## src/rtl/dut_core.sv

```systemverilog
// dut_core: single-bit debounce / glitch filter.
// The output follows the input only after the input has held a new value for
// STABLE_CYCLES consecutive rising edges. Shorter excursions are dropped and
// the count restarts from zero whenever the sample matches the output again.
// Optional two-flop input synchronizer: define DUT_CORE_SYNC_EN.
module dut_core #(
  parameter int   STABLE_CYCLES = 4,
  parameter int   CNT_W         = 4,
  parameter logic RESET_VAL     = 1'b0
) (
  input  logic clk,
  input  logic resetn,
  input  logic in,
  output logic out
);

  // Counter value at which the next differing sample commits the transition.
  localparam logic [CNT_W-1:0] CNT_LAST = CNT_W'(STABLE_CYCLES - 1);

  // Reject configurations whose threshold does not fit the counter.
  generate
    if (STABLE_CYCLES < 1 || STABLE_CYCLES > (1 << CNT_W)) begin : g_bad_param
      $error("dut_core: STABLE_CYCLES must be in 1..2**CNT_W");
    end
  endgenerate

  logic             out_q, out_d;
  logic [CNT_W-1:0] cnt_q, cnt_d;
  logic             s;

`ifdef DUT_CORE_SYNC_EN
  logic sync1_q, sync1_d;
  logic sync2_q, sync2_d;

  // Two-stage synchronizer chain; the filter sees the second stage.
  always_comb begin
    sync1_d = in;
    sync2_d = sync1_q;
  end

  assign s = sync2_q;
`else
  // Input is already synchronous to clk and feeds the filter directly.
  assign s = in;
`endif

  // Next-state logic for the filter: hold, count, or commit the new value.
  always_comb begin
    // NOTE: default every always_comb output first so no path can infer a latch.
    out_d = out_q;
    cnt_d = cnt_q;
    if (s == out_q) begin
      cnt_d = '0;
    end else if (cnt_q == CNT_LAST) begin
      out_d = s;
      cnt_d = '0;
    end else begin
      cnt_d = cnt_q + CNT_W'(1);
    end
  end

  // State registers with synchronous active-low reset taking priority.
  always_ff @(posedge clk) begin
    // NOTE: flops use non-blocking assignments so every register updates from pre-edge values.
    if (!resetn) begin
      out_q   <= RESET_VAL;
      cnt_q   <= '0;
`ifdef DUT_CORE_SYNC_EN
      sync1_q <= RESET_VAL;
      sync2_q <= RESET_VAL;
`endif
    end else begin
      out_q   <= out_d;
      cnt_q   <= cnt_d;
`ifdef DUT_CORE_SYNC_EN
      sync1_q <= sync1_d;
      sync2_q <= sync2_d;
`endif
    end
  end

  assign out = out_q;

endmodule

```

## config.mk

```make
export PLATFORM = sky130hd
export DESIGN_NAME = dut_core
export DESIGN_NICKNAME = d
export VERILOG_FILES = /design/src/rtl/dut_core.sv
export SDC_FILE = /design/constraint.sdc
export NUM_CORES = 1
export LEC_CHECK = 0
export ABC_AREA = 1
export CAP_MARGIN = 20
export CORE_AREA = 2 2 39 41
export CTS_CLUSTER_DIAMETER = 200
export DETAILED_ROUTE_END_ITERATION = 6
export DIE_AREA = 0 0 41 43
export PLACE_DENSITY = 0.34
export SLEW_MARGIN = 0
export SYNTH_ARGS = -nofsm -noshare
export SYNTH_HDL_FRONTEND = slang
export SYNTH_SLANG_ARGS = --single-unit
```

## constraint.sdc

```tcl
create_clock -name clk -period 1.7 [get_ports clk]
set_clock_uncertainty 0.2 [all_clocks]
set_input_delay 0.17 -clock clk [delete_from_list [all_inputs] [get_ports clk]]
set_output_delay 0.17 -clock clk [all_outputs]
set_load 0.05 [all_outputs]
```

==> flow_summary.toml <==
[clock_tree]
cts.sinks = 5
clk_pin_slew_ps = 40
cts_tree = "yes"
htreeDepth = 1
clock_latency_ps = 240
post-cts-setup-buffer-count = 0
cts_resized = 0
postCtsHoldBufs = 0
ctsLongestPathBuffers = 2
numCtsBuffers = 3
clockRootBuffer = "clkbuf_4"

[detailed_routing]
drt_pass1_iterations = 1
wl_per_cell_um = 6.92
wirelength_um = 353
via_per_inst = 3.75
top_layer = "met4"
ant_nets = 0
dr_wl_met2_um = 162
drc_errors = 0
drtIter0Drc = 0
num_vias = 191
met1_length_um = 147
wl_met3_um = 27

[worst_hold_path]
min_path_type = "reg2reg"
hold_depth = 1
hold_end = "cnt_q[0]$_SDFF_PP0_"
hold_path_startpoint = "cnt_q[0]$_SDFF_PP0_"

[power]
ir_worst_vdd_mv = 0.408
p_per_area_mw_per_mm2 = 930
leakage_nw = 0.121

[placement]
hpwl_um = 304
portBuffers = 3
globalplace.congestion = 0.597
placed_cells = 47

[global_route]
grt_pass1_wl_um = 669
antenna_found_initial = 0
grt_pass1_vias = 180
track_usage_pct = 6.54
gr-total-overflow = 0
grt_max_degree = 5

[layout]
final_common_cell = "nor2_1"
nNetsFinal = 40
drive_gt1_share_pct = 22.9
synthToLayoutAreaGrowth_pct = 32.4
fin_util_pct = 21.8
diodes = 0
final_cell_mix = "nor2_1 (6), dfxtp_1 (5), nand2_1 (4)"
layoutNonFillerInstCount = 51

[setup_path]
worstSetupPathType = "reg2out"
crit_arrival_ps = 830
endpoint_kind = "output port"
start_kind = "register"
cp_top_family = "flip-flops"
reg2reg_slack_ps = 540
reg2reg_depth = 4
rr_endpoint = "cnt_q[1]$_SDFF_PP0_"
cp_cell_sequence = "buf_4"
cp_max_fo = 4
cp_slowest_cell = "dfxtp_1"
required_ps = 1330
path_buf_inv = 1
worst_r2r_startpoint = "cnt_q[0]$_SDFF_PP0_"
slowest_delay_ps = 370

[logic_synthesis]
synthesis.area_um2 = 228
synth-warning-count = 0
ys_ff_latch = 5
yosysSeqAreaShare_pct = 44.0
synth_cell_types = 14
syn_inst = 28
syn-num-nets = 32
syn_area_per_cell_um2 = 8.13

[sta]
finalSetupViolations = 0
rsz0062_at_grt = "no"
finalCritPeriodShare_pct = 70.7
relSlewSlack_pct = 87.5
final.setup.tns_ps = 0
worst-slew-pin-transition_ps = 186
maxSlewViolCount = 0
fin_crit_ps = 1200
hold_viol_final = 0
max_freq_ghz = 0.832

[run]
max_cap_violations = 0

[floorplan]
die_h_um = 43
rows = 14
dieArea_mm2 = 0.00176
core_area_mm2 = 0.00138
start_util_pct = 16.5
ioPinCount = 4
die_x_um = 41

[run_status]
status = "finished clean"
-- worst max path at each step --
stage	from	endpoint	slack, ps	depth (start not counted)
after detailed placement	in	cnt_q[1]$_SDFF_PP0_	400	5
after CTS	out$_SDFFE_PN0P_	out	480	1
final	out$_SDFFE_PN0P_	out	500	1
after global routing	cnt_q[0]$_SDFF_PP0_	cnt_q[1]$_SDFF_PP0_	440	4
after floorplan	out$_SDFFE_PN0P_	cnt_q[0]$_SDFF_PP0_	380	4
after global placement	resetn	cnt_q[2]$_SDFF_PP0_	420	5
-- power by group --
part	internal [mW]	total, mW	switching (mW)
logic	0.00959	0.0195	0.00991
registers	0.121	0.124	0.00270
clock network	0.0887	0.137	0.0486
-- cell families after synthesis --
logic type      synth area share (%)
fa+ha+maj                       5.49
compound gates                  2.20
simple gates                    39.6
xor+xnor                        3.85
buf+inv                         4.94
flops                           44.0
-- synthesized netlist by cell type --
master / n / area, um2
a21oi_1: 1 / 5.00
dfxtp_1: 5 / 100
ha_1: 1 / 12.5
inv_1: 3 / 11.3
nand2_1: 4 / 15.0
nand2_2: 1 / 6.26
nand3_1: 1 / 5.00
nand3_2: 1 / 10.0
nand3b_1: 1 / 7.51
nand4_1: 1 / 6.26
nor2_1: 6 / 22.5
nor2_2: 1 / 6.26
nor2_4: 1 / 11.3
xnor2_1: 1 / 8.76
-- state kept, by name (all words and copies together), names as in the netlist --
register,count
cnt_q,4
out,1
-- metal layers --
| metal | up-vias | GRT usage (%) |
|---|---|---|
| met5 | - | 0 |
| met4 | 0 | 6.00 |
| met3 | 2 | 6.28 |
| met2 | 4 | 6.88 |
| met1 | 82 | 7.12 |
| li1 | 103 | - |
-- metrics by stage --
step / total power, mW / area [um2] / hold WS (ps) / setup slack (ps)
after floorplan: 0.137 / 228 / 90.8 / 385
after global placement: 0.145 / 275 / 243 / 420
after detailed placement: 0.146 / 275 / 251 / 397
after CTS: 0.287 / 302 / 259 / 483
after global routing: 0.303 / 302 / 301 / 436
final: 0.280 / 302 / 253 / 498
-- cell type report --
type | count | area [um2]
multi-input combinational | 20 | 116
fill | 154 | 1080
tap | 16 | 20.0
inverter | 3 | 11.3
sequential | 5 | 100
timing repair buffer | 3 | 27.5
clock buffer | 4 | 26.3
Note: power is estimated with default switching activity, not from simulation.
